===== src/rtl/imem_loader.sv =====
// Byte-stream program loader: assembles framed little-endian words into
// instruction memory and releases the CPU once the frame checksum passes.
module imem_loader #(
  parameter int                   DATAWIDTH = 32,
  parameter int                   MAX_WORDS = 64,
  parameter logic [DATAWIDTH-1:0] BASE_ADDR = '0
) (
  input  logic                 clk,
  input  logic                 rst,
  input  logic                 start,
  input  logic                 rx_valid,
  input  logic [7:0]           rx_data,
  output logic                 rx_ready,
  output logic                 mem_wen,
  output logic [DATAWIDTH-1:0] mem_addr,
  output logic [DATAWIDTH-1:0] mem_wdata,
  output logic                 cpu_hold,
  output logic                 load_done,
  output logic                 load_err,
  output logic [7:0]           words_loaded
);

  typedef enum logic [2:0] {
    IDLE, HDR0, HDR1, DATA, CSUM, DONE, ERR
  } state_t;

  state_t               state_q, state_d;
  logic                 rx_ready_q;
  logic                 mem_wen_q;
  logic [DATAWIDTH-1:0] mem_addr_q;
  logic [DATAWIDTH-1:0] mem_wdata_q;
  logic                 cpu_hold_q;
  logic                 done_q;
  logic                 err_q;
  logic [7:0]           words_q, words_d;
  logic [7:0]           cnt_lo_q;
  logic [15:0]          cnt_q, cnt_d;
  logic [7:0]           csum_q;
  logic [1:0]           idx_q;
  logic [23:0]          word_q;
  logic [31:0]          word_d;
  logic                 xfer;
  logic                 restart;

  assign xfer    = rx_valid && rx_ready_q;
  assign restart = start &&
                   (state_q inside {IDLE, DONE, ERR});
  assign cnt_d   = {rx_data, cnt_lo_q};
  assign words_d = words_q + 8'd1;
  assign word_d  = {rx_data, word_q};

  always_comb begin
    state_d = state_q;
    unique case (state_q)
      IDLE, DONE, ERR: begin
        if (start) state_d = HDR0;
      end
      HDR0: begin
        if (xfer) state_d = HDR1;
      end
      HDR1: begin
        if (xfer) begin
          if (cnt_d > 16'(MAX_WORDS))
            state_d = ERR;
          else if (cnt_d == 16'd0)
            state_d = CSUM;
          else
            state_d = DATA;
        end
      end
      DATA: begin
        if (xfer && idx_q == 2'd3 &&
            {8'd0, words_d} == cnt_q)
          state_d = CSUM;
      end
      CSUM: begin
        if (xfer)
          state_d = (rx_data == csum_q) ? DONE : ERR;
      end
      default: state_d = IDLE;
    endcase
  end

  always_ff @(posedge clk) begin
    if (rst) begin
      state_q     <= IDLE;
      rx_ready_q  <= 1'b0;
      mem_wen_q   <= 1'b0;
      mem_addr_q  <= '0;
      mem_wdata_q <= '0;
      cpu_hold_q  <= 1'b1;
      done_q      <= 1'b0;
      err_q       <= 1'b0;
      words_q     <= '0;
      cnt_lo_q    <= '0;
      cnt_q       <= '0;
      csum_q      <= '0;
      idx_q       <= '0;
      word_q      <= '0;
    end else begin
      state_q    <= state_d;
      rx_ready_q <= state_d inside {HDR0, HDR1, DATA, CSUM};
      cpu_hold_q <= (state_d != DONE);
      done_q     <= (state_d == DONE);
      err_q      <= (state_d == ERR);
      mem_wen_q  <= 1'b0;
      if (restart) begin
        words_q <= '0;
        csum_q  <= '0;
        idx_q   <= '0;
      end
      if (state_q == HDR0 && xfer) cnt_lo_q <= rx_data;
      if (state_q == HDR1 && xfer) cnt_q <= cnt_d;
      if (state_q == DATA && xfer) begin
        csum_q <= csum_q ^ rx_data;
        idx_q  <= idx_q + 2'd1;
        unique case (idx_q)
          2'd0: word_q[7:0]   <= rx_data;
          2'd1: word_q[15:8]  <= rx_data;
          2'd2: word_q[23:16] <= rx_data;
          default: begin
            // Write strobe fires the cycle after the lane-3 byte lands.
            mem_wen_q   <= 1'b1;
            mem_wdata_q <= DATAWIDTH'(word_d);
            mem_addr_q  <= BASE_ADDR +
                           (DATAWIDTH'(words_q) << 2);
            words_q     <= words_d;
          end
        endcase
      end
    end
  end

  assign rx_ready     = rx_ready_q;
  assign mem_wen      = mem_wen_q;
  assign mem_addr     = mem_addr_q;
  assign mem_wdata    = mem_wdata_q;
  assign cpu_hold     = cpu_hold_q;
  assign load_done    = done_q;
  assign load_err     = err_q;
  assign words_loaded = words_q;

endmodule


===== config.mk =====
export PLATFORM = sky130hd
export DESIGN_NAME = imem_loader
export DESIGN_NICKNAME = d
export VERILOG_FILES = /design/src/rtl/imem_loader.sv
export SDC_FILE = /design/constraint.sdc
export NUM_CORES = 1
export LEC_CHECK = 0
export CORE_ASPECT_RATIO = 0.8
export CORE_MARGIN = 8
export CORE_UTILIZATION = 56
export DETAILED_ROUTE_END_ITERATION = 12
export GPL_TIMING_DRIVEN = 1
export PLACE_DENSITY = 0.85
export SYNTH_ARGS = -nofsm -noshare
export SYNTH_HDL_FRONTEND = slang
export SYNTH_SLANG_ARGS = --single-unit

===== constraint.sdc =====
create_clock -name clk -period 5.45 [get_ports clk]
set_input_delay 0.545 -clock clk [delete_from_list [all_inputs] [get_ports clk]]
set_output_delay 0.545 -clock clk [all_outputs]
set_load 0.02 [all_outputs]

==> flow_metrics.env, run 1 <==
export IMPL_status="completed"
export IMPL_syn_to_final_growth_pct=23.4
export IMPL_vias=4076
export IMPL_io_pins=89
export IMPL_grt_start_max_net_pins=66
export IMPL_final_hold_viol_count=0
export IMPL_grt_pass1_wl_um=19400
export IMPL_dp_hpwl_um=7680
export IMPL_relSlewSlack_pct=20.8
export IMPL_clk_pin_slew_worst_paths_ns=0.06
export IMPL_initial_core_util_pct=57.0
export IMPL_cts_hold_buf=0
export IMPL_arrival_ns=3.60
export IMPL_ys_ff_latch=114
export IMPL_synth_top_cell_area_share_pct=47.8
export IMPL_worst_slew_pin_slew_ns=1.18
export IMPL_cpMaxStageDelayCell="or4_1"
export IMPL_synth_edf_count=0
export IMPL_synthFlopType="dfxtp_1"
export IMPL_viasPerCell=5.73
export IMPL_synthCells=545
export IMPL_leakage_nw=2.09
export IMPL_drtAntennaViolNets=0
export IMPL_cts_root_buf="clkbuf_8"
export IMPL_post_cts_buffers=0
export IMPL_worstSetupEndpointType="flip-flop"
export IMPL_slowest_delay_ns=0.60
export IMPL_grt_pass1_vias=3821
export IMPL_grt_overflow_total=0
export IMPL_drive_gt1_share_pct=7.35
export IMPL_fin_crit_ns=3.20
export IMPL_netlist_area_sq_mm=0.00477
export IMPL_clk_latency_ns=0.52
export IMPL_diodes=0
export IMPL_yosysWarningCount=0
export IMPL_dr_pass1_iters=5
export IMPL_powerDensity_mw_per_mm2=335
export IMPL_fp_dieH_um=98.6
export IMPL_drt_initial_drc_count=367
export IMPL_synth_top_cell_by_area="dfxtp_1"
export IMPL_clk_path_buf_depth=2
export IMPL_hold_depth=2
export IMPL_core_sq_mm=0.00837
export IMPL_nNetsFinal=604
export IMPL_path_cells="ha_1 -> xor2_1 -> nor4b_1 -> nand4_1 -> or4_1 -> o31ai_1 -> nand3_1 -> mux2_1"
export IMPL_clock_fmax_ghz=0.312
export IMPL_finalSetupViolations=0
export IMPL_dieWidth_um=119
export IMPL_grt_util_all_layers_pct=20.2
export IMPL_reg2regPathDepth=8
export IMPL_peakVddDrop_mv=0.200
export IMPL_post_route_period_util_pct=58.8
export IMPL_netlist_top_cells_count="114 x dfxtp_1, 76 x nand2_1, 62 x a21oi_1"
export IMPL_setup_tns_ns=0
export IMPL_antenna_found_initial=0
export IMPL_drcViolationCount=0
export IMPL_cts_htree_levels=4
export IMPL_syn_area_per_cell_sq_um=8.75
export IMPL_slew_violations=0
export IMPL_ys_types=46
export IMPL_async_flop_share_pct=0
export IMPL_io_buffers=64
export IMPL_die_area_sq_mm=0.0117
export IMPL_cts_sinks=114
export IMPL_critPathKind="reg2reg"
export IMPL_rsz0062_at_grt="no"
export IMPL_required_ns=5.85
export IMPL_numCtsBuffers=17
export IMPL_yosysMostFrequentCell="dfxtp_1"
export IMPL_drt_total_wl_um=11900
export IMPL_skew_ns=0.00662
export IMPL_wl_per_cell_um=16.7
export IMPL_critPathMaxFanout=10
export IMPL_num_rows=30
export IMPL_synth_area_leaders="dfxtp_1 48%, a22o_1 7.3%, a21oi_1 6.5%, nand2_1 6.0%, buf_4 3.8%"
export IMPL_place_congestion=0.800
export IMPL_ys_seq_area_share_pct=47.8
export IMPL_startpoint_type="flip-flop"
export IMPL_utilization_pct=70.3
export IMPL_drv_cap=0
export IMPL_cts_resized=0
export IMPL_hold_class="reg2reg"
export IMPL_cts_tree="done"
==> logic make-up (layout without fill, tap and decap cells) <==
group	after synthesis	after routing	share of synthesized area, %
compound gates	137	137	18.8
xor+xnor	20	20	3.67
fa+ha+maj	6	6	1.57
buf+inv	74	105	7.76
flops	114	114	47.8
mux	10	10	2.12
other cells	1	24	0.0786
simple gates	183	183	18.2
==> layout by cell type, fill, tap and decap left out, types with 4 or more instances in the layout <==
master	synthesis	final
dfxtp_1	114	114
nand2_1	76	76
clkdlybuf4s50_1	0	63
a21oi_1	62	61
a22o_1	40	40
nor2_1	32	31
nand3_1	30	30
conb_1	1	24
o21ai_0	19	19
clkbuf_16	0	16
xnor2_1	13	13
nand3b_1	10	10
mux2i_1	9	9
xor2_1	7	7
nor3_1	6	6
ha_1	6	6
clkinv_4	0	6
inv_1	4	4
nand4_1	4	4
nor4_1	4	4
buf_4	24	4
==> flip-flops by register name (all words and copies together), names as in the netlist <==
| name | cells |
|---|---|
| mem_wdata | 32 |
| idx_q | 2 |
| mem_wen | 1 |
| mem_addr | 8 |
| load_err | 1 |
| cpu_hold | 1 |
| cnt_q | 16 |
| word_q | 24 |
| csum_q | 8 |
| words_loaded | 8 |
| cnt_lo_q | 8 |
| state_q | 3 |
| load_done | 1 |
| rx_ready | 1 |
==> per-stage QoR <==
step	std cells	instance area (sq um)	setup WS (ns)	hold WS, ns	total power [mW]
after floorplan	568	4860	2.71	0.431	0.937
after global placement	679	5320	2.10	0.438	0.946
after detailed placement	679	5320	1.98	0.445	0.948
after CTS	711	5890	2.27	0.453	1.98
after global routing	711	5890	1.99	0.481	2.04
final	711	5890	2.25	0.454	1.97
==> report_power, final <==
| group | internal [mW] | switching, mW |
|---|---|---|
| registers | 0.838 | 0.00623 |
| clock network | 0.635 | 0.408 |
| logic | 0.0254 | 0.0627 |
==> area by class of cell <==
cell class	instances	area [sq um]
tap	112	140
clock inverter	13	129
sequential	114	2280
fill	597	2480
clock buffer	19	442
multi-input combinational	380	2210
inverter	5	18.8
timing repair buffer	68	666
==> path summary, 6_finish.rpt <==
kind                         from   endpoint  slack, ns
setup / recovery  words_loaded[0]   rx_ready       2.25
hold / removal          word_q[3]  word_q[3]       0.45
setup reg to reg  words_loaded[0]   rx_ready       2.25
hold reg to reg         word_q[3]  word_q[3]       0.45
==> routing by layer <==
metal	global-route usage (%)	wire length (um)
met2	32.0	5540
met5	0	0
met4	8.44	170
met3	5.94	1030
met1	25.2	5110
==> worst max-delay path, delay by kind of cell, from the launching register on <==
kind | cells | cell delay [ns]
simple gates | 4 | 1.23
flops | 1 | 0.56
compound gates | 1 | 0.47
mux | 1 | 0.34
fa+ha+maj | 1 | 0.33
xor+xnor | 1 | 0.15
Note: power is estimated with default switching activity, not from simulation.
==> inputs of run 2 (changes only) <==
- CORE_UTILIZATION: 56 -> 52
- PLACE_DENSITY: 0.85 -> 0.8
- clock period: 5.45 -> 3 ns (I/O delays scaled with it)
==> run 2 against run 1 <==
  * Sequential power grew 81%
  * Die area grew 6.5%
  * Largest cell class unchanged
  * Global-route usage grew 0.35 points
  * Worst hold slack lost 0.086 ns
  * Worst setup slack lost 2.2 ns
  * Critical path type unchanged
  * Cell area grew 2.1%
  * Non-clock buffer count grew 15
  * Count of clock-buffer cells in the layout shrank 1
  * Cell count grew 2.5%
  * Critical path depth is the same
==> flow_metrics.env, run 2 (synthesis gave the netlist of run 1 again) <==
export IMPL_cts_hold_buf=0
export IMPL_drt_initial_drc_count=417
export IMPL_powerDensity_mw_per_mm2=587
export IMPL_power_mw=3.53
export IMPL_io_buffers=64
export IMPL_utilization_pct=66.8
export IMPL_dp_hpwl_um=8570
export IMPL_relSlewSlack_pct=47.8
export IMPL_critPathKind="reg2reg"
export IMPL_die_area_sq_mm=0.0125
export IMPL_drtAntennaViolNets=0
export IMPL_drive_gt1_share_pct=10.1
export IMPL_peakVddDrop_mv=0.337
export IMPL_hold_class="in2reg"
export IMPL_antenna_found_initial=0
export IMPL_slew_violations=0
export IMPL_num_rows=31
export IMPL_fin_crit_ns=2.94
export IMPL_final_hold_viol_count=0
export IMPL_clk_path_buf_depth=2
export IMPL_worstSetupEndpointType="flip-flop"
export IMPL_syn_to_final_growth_pct=26.1
export IMPL_cts_sinks=114
export IMPL_cts_root_buf="clkbuf_16"
export IMPL_leakage_nw=2.17
export IMPL_post_route_period_util_pct=98.2
export IMPL_initial_core_util_pct=53.0
export IMPL_place_area_sq_mm=0.00544
export IMPL_drv_cap=0
export IMPL_cts_tree="done"
export IMPL_clk_pin_slew_worst_paths_ns=0.06
export IMPL_whs_ns=0.368
export IMPL_final_common_cell="dfxtp_1"
export IMPL_grt_pass1_wl_um=20200
export IMPL_clk_latency_ns=0.40
export IMPL_cts_htree_levels=4
export IMPL_drt_total_wl_um=12800
export IMPL_required_ns=3.35
export IMPL_final_cell_area_sq_mm=0.00601
export IMPL_finalSetupViolations=0
export IMPL_numCtsBuffers=17
export IMPL_clock_fmax_ghz=0.340
export IMPL_grt_util_all_layers_pct=20.6
export IMPL_grt_pass1_vias=3961
export IMPL_arrival_ns=3.29
export IMPL_critPathMaxFanout=5
export IMPL_dieWidth_um=123
export IMPL_layout_common_cells="114 x dfxtp_1, 76 x nand2_1, 63 x clkdlybuf4s50_1"
export IMPL_status="completed"
export IMPL_viasPerCell=5.71
export IMPL_nNetsFinal=619
export IMPL_skew_ns=0.00498
export IMPL_startpoint_type="flip-flop"
export IMPL_wl_per_cell_um=17.5
export IMPL_core_sq_mm=0.00900
export IMPL_dr_pass1_iters=5
export IMPL_grt_overflow_total=0
export IMPL_io_pins=89
export IMPL_fp_dieH_um=102
export IMPL_vias=4165
export IMPL_worst_slew_pin_slew_ns=0.784
export IMPL_place_congestion=0.829
export IMPL_grt_start_max_net_pins=64
export IMPL_largest_reg_flops=32
export IMPL_drcViolationCount=0
export IMPL_diodes=0
==> run 2: worst max-delay path, cell delays in order, from the launching register on <==
cell      delay [ns]
dfxtp_1         0.31
or4_1           0.57
nor4_2          0.24
nand4_1         0.13
or4_1           0.59
o41a_1          0.39
a311oi_4        0.37
buf_4           0.17
and2_1          0.11
==> run 2: timing repair <==
item | CTS | global route
setup endpoints to repair | 0 | 2
gates resized for setup | 0 | 4
setup buffers | 0 | 1
==> run 2: path summary, 6_finish.rpt <==
check             startpoint           to  slack [ns]  cells past startpoint
setup / recovery    cnt_q[9]    load_done        0.06                      8
hold / removal           rst  mem_addr[6]        0.37                      4
setup reg to reg    cnt_q[9]    load_done        0.06                      8
hold reg to reg   word_q[14]   word_q[14]        0.46                      2
==> run 2: final cells by class <==
cell class	instances	area, sq um
Sequential cell	114	2280
Multi-Input combinational cell	380	2230
Clock buffer	18	439
Fill cell	728	2980
Inverter	5	18.8
Timing Repair Buffer	83	791
Clock inverter	14	109
Tap cell	115	144
==> run 2: power breakdown <==
group	internal, mW	switching [mW]
combinational	0.0553	0.125
sequential	1.52	0.0119
clock	1.08	0.730
==> run 2: metal layers <==
layer | wire, um | vias to the layer above | track usage [%] | part of all wire, %
li1 | - | 1958 | - | -
met1 | 5390 | 1982 | 25.8 | 42
met2 | 5920 | 197 | 32.2 | 46
met3 | 1160 | 28 | 6.07 | 9.1
met4 | 275 | 0 | 8.77 | 2.2
met5 | 0 | - | 0 | 0
==> run 2: stage by stage <==
step,TNS (ns),setup WS [ns],instances
2_1_floorplan,0,0.259,568
3_3_place_gp,0,0.169,696
3_5_place_dp,0,0.0930,696
4_1_cts,0,0.0139,728
5_1_grt,-0.0262,-0.0161,729
6_report,0,0.0552,729
==> inputs of run 3 (changes only) <==
- CTS_CLUSTER_DIAMETER: default -> 30
- PLACE_DENSITY: 0.8 -> 0.77
==> run 3 against run 2 <==
  * Sequential share of layout area down 0.12 points
  * Fmax rose by 3.5%
  * Critical path depth did not move
  * Core utilization rose by 0.21 points
  * Clock skew up 0.0085 ns
  * Clock power grew 11%
  * Worst hold slack lost 0.024 ns
  * Flip-flop and latch count is the same
  * Combinational power is 4% lower
  * Highest routed layer unchanged
==> flow_metrics.env, run 3 (synthesis gave the netlist of run 1 again) <==
export IMPL_status="completed"
export IMPL_p_switching_mw=0.885
export IMPL_clock_fmax_ghz=0.351
export IMPL_drcViolationCount=0
export IMPL_grt_pass1_vias=3981
export IMPL_grt_busiest_layer="met2"
export IMPL_hp_start="rst"
export IMPL_clk_latency_ns=0.41
export IMPL_clk_path_buf_depth=2
export IMPL_dr_pass1_iters=5
export IMPL_critPathMaxFanout=2
export IMPL_grt_use_met1_pct=24.6
export IMPL_die_area_sq_mm=0.0125
export IMPL_nNetsFinal=618
export IMPL_wl_per_cell_um=17.0
export IMPL_drtAntennaViolNets=0
export IMPL_setup_tns_ns=0
export IMPL_pre_cts_ws_ns=0.215
export IMPL_dieWidth_um=123
export IMPL_fill_cells=700
export IMPL_cts_root_buf="clkbuf_16"
export IMPL_drive_gt1_share_pct=9.46
export IMPL_syn_to_final_growth_pct=26.5
export IMPL_fp_dieH_um=102
export IMPL_grt_util_all_layers_pct=19.7
export IMPL_viasPerCell=5.66
export IMPL_cts_resized=0
export IMPL_r2r_end="rx_ready"
export IMPL_clk_pin_slew_worst_paths_ns=0.06
export IMPL_whs_ns=0.345
export IMPL_hold_class="in2reg"
export IMPL_min_to="words_loaded[7]"
export IMPL_setup_ws_ns=0.154
export IMPL_initial_core_util_pct=53.0
export IMPL_finalNonFillerCells=728
export IMPL_numCtsBuffers=17
export IMPL_seq_area_sq_mm=0.00228
export IMPL_grt_pass1_wl_um=19600
export IMPL_startpoint_type="flip-flop"
export IMPL_worst_slew_pin_slew_ns=0.693
export IMPL_powerDensity_mw_per_mm2=616
export IMPL_timing_rr_start="words_loaded[0]"
export IMPL_place_area_sq_mm=0.00544
export IMPL_r2r_slack_ns=0.15
export IMPL_cts_tree="done"
export IMPL_met3_usage_pct=5.18
export IMPL_drt_total_wl_um=12400
export IMPL_io_pins=89
export IMPL_relSlewSlack_pct=53.8
export IMPL_post_route_period_util_pct=94.9
export IMPL_worstSetupEndpointType="flip-flop"
export IMPL_layout_common_cells="114 x dfxtp_1, 76 x nand2_1, 63 x clkdlybuf4s50_1"
export IMPL_switching_share_pct=23.8
export IMPL_grt_start_max_net_pins=64
export IMPL_antenna_found_initial=0
export IMPL_intPower_mw=2.83
export IMPL_peakVddDrop_mv=0.431
export IMPL_use_met2_pct=31.3
export IMPL_dpl_cell_count=696
export IMPL_slew_violations=0
export IMPL_multi_input_area_sq_mm=0.00221
export IMPL_final_common_cell="dfxtp_1"
export IMPL_diodes=0
export IMPL_reg2regPathDepth=8
export IMPL_cts_htree_levels=4
export IMPL_p_seq_share_pct=41.3
export IMPL_power_mw=3.71
export IMPL_num_rows=31
export IMPL_dp_hpwl_um=8180
export IMPL_drt_initial_drc_count=358
export IMPL_finalSetupViolations=0
export IMPL_drv_cap=0
export IMPL_largest_reg_flops=32
export IMPL_arrival_ns=3.14
export IMPL_post_cts_buffers=0
export IMPL_final_hold_viol_count=0
export IMPL_required_ns=3.30
export IMPL_hold_depth=3
export IMPL_p_clk_share_pct=54.0
export IMPL_skew_ns=0.0134
export IMPL_fin_crit_ns=2.85
export IMPL_vias=4122
export IMPL_utilization_pct=67.0
export IMPL_rsz0062_at_grt="no"
export IMPL_critPathKind="reg2reg"
export IMPL_leakage_nw=2.17
export IMPL_cts_hold_buf=0
export IMPL_core_sq_mm=0.00900
export IMPL_io_buffers=64
export IMPL_grt_overflow_total=0
export IMPL_cts_sinks=114
export IMPL_comb_power_share_pct=4.7
export IMPL_final_cell_area_sq_mm=0.00603
export IMPL_place_congestion=0.807
-- run 3: worst max-delay path, cell delays in order, from the launching register on --
cell and delay (ns):
dfxtp_1 0.31, ha_1 0.33, xor2_1 0.17, nor4b_1 0.37, nand4_1 0.14, or4_1 0.57
o41a_1 0.38, nor2b_1 0.15, mux2_1 0.32
-- run 3: cell type report --
cell class	instances	share of cell area [%]
flip-flops and latches	114	37.8
multi-input cells	380	36.6
repair buffers	82	13.0
clock buffers	18	7.28
clock inverters	14	2.57
well taps	115	2.38
inverters	5	0.311
-- run 3: worst max-delay path by stage --
stage,depth (start not counted),start,end
floorplan,8,words_loaded[1],rx_ready
global placement,8,words_loaded[0],rx_ready
detailed placement,8,words_loaded[0],rx_ready
CTS,8,words_loaded[0],rx_ready
global route,7,cnt_q[9],rx_ready
finish,8,words_loaded[0],rx_ready
-- run 3: power by group through the flow --
| stage | Combinational [mW] | Sequential, mW | Clock [mW] |
|---|---|---|---|
| global route | 0.185 | 1.54 | 2.09 |
| finish | 0.173 | 1.53 | 2.01 |
| detailed placement | 0.168 | 1.57 | 0 |
| global placement | 0.167 | 1.57 | 0 |
| floorplan | 0.141 | 1.56 | 0 |
| CTS | 0.169 | 1.53 | 2.01 |
-- run 3: per-layer routing --
metal | share of wire [%] | vias up
met1 | 44 | 1933
met4 | 1.7 | 0
met3 | 8.8 | 24
met5 | 0 | -
met2 | 46 | 196
li1 | - | 1969
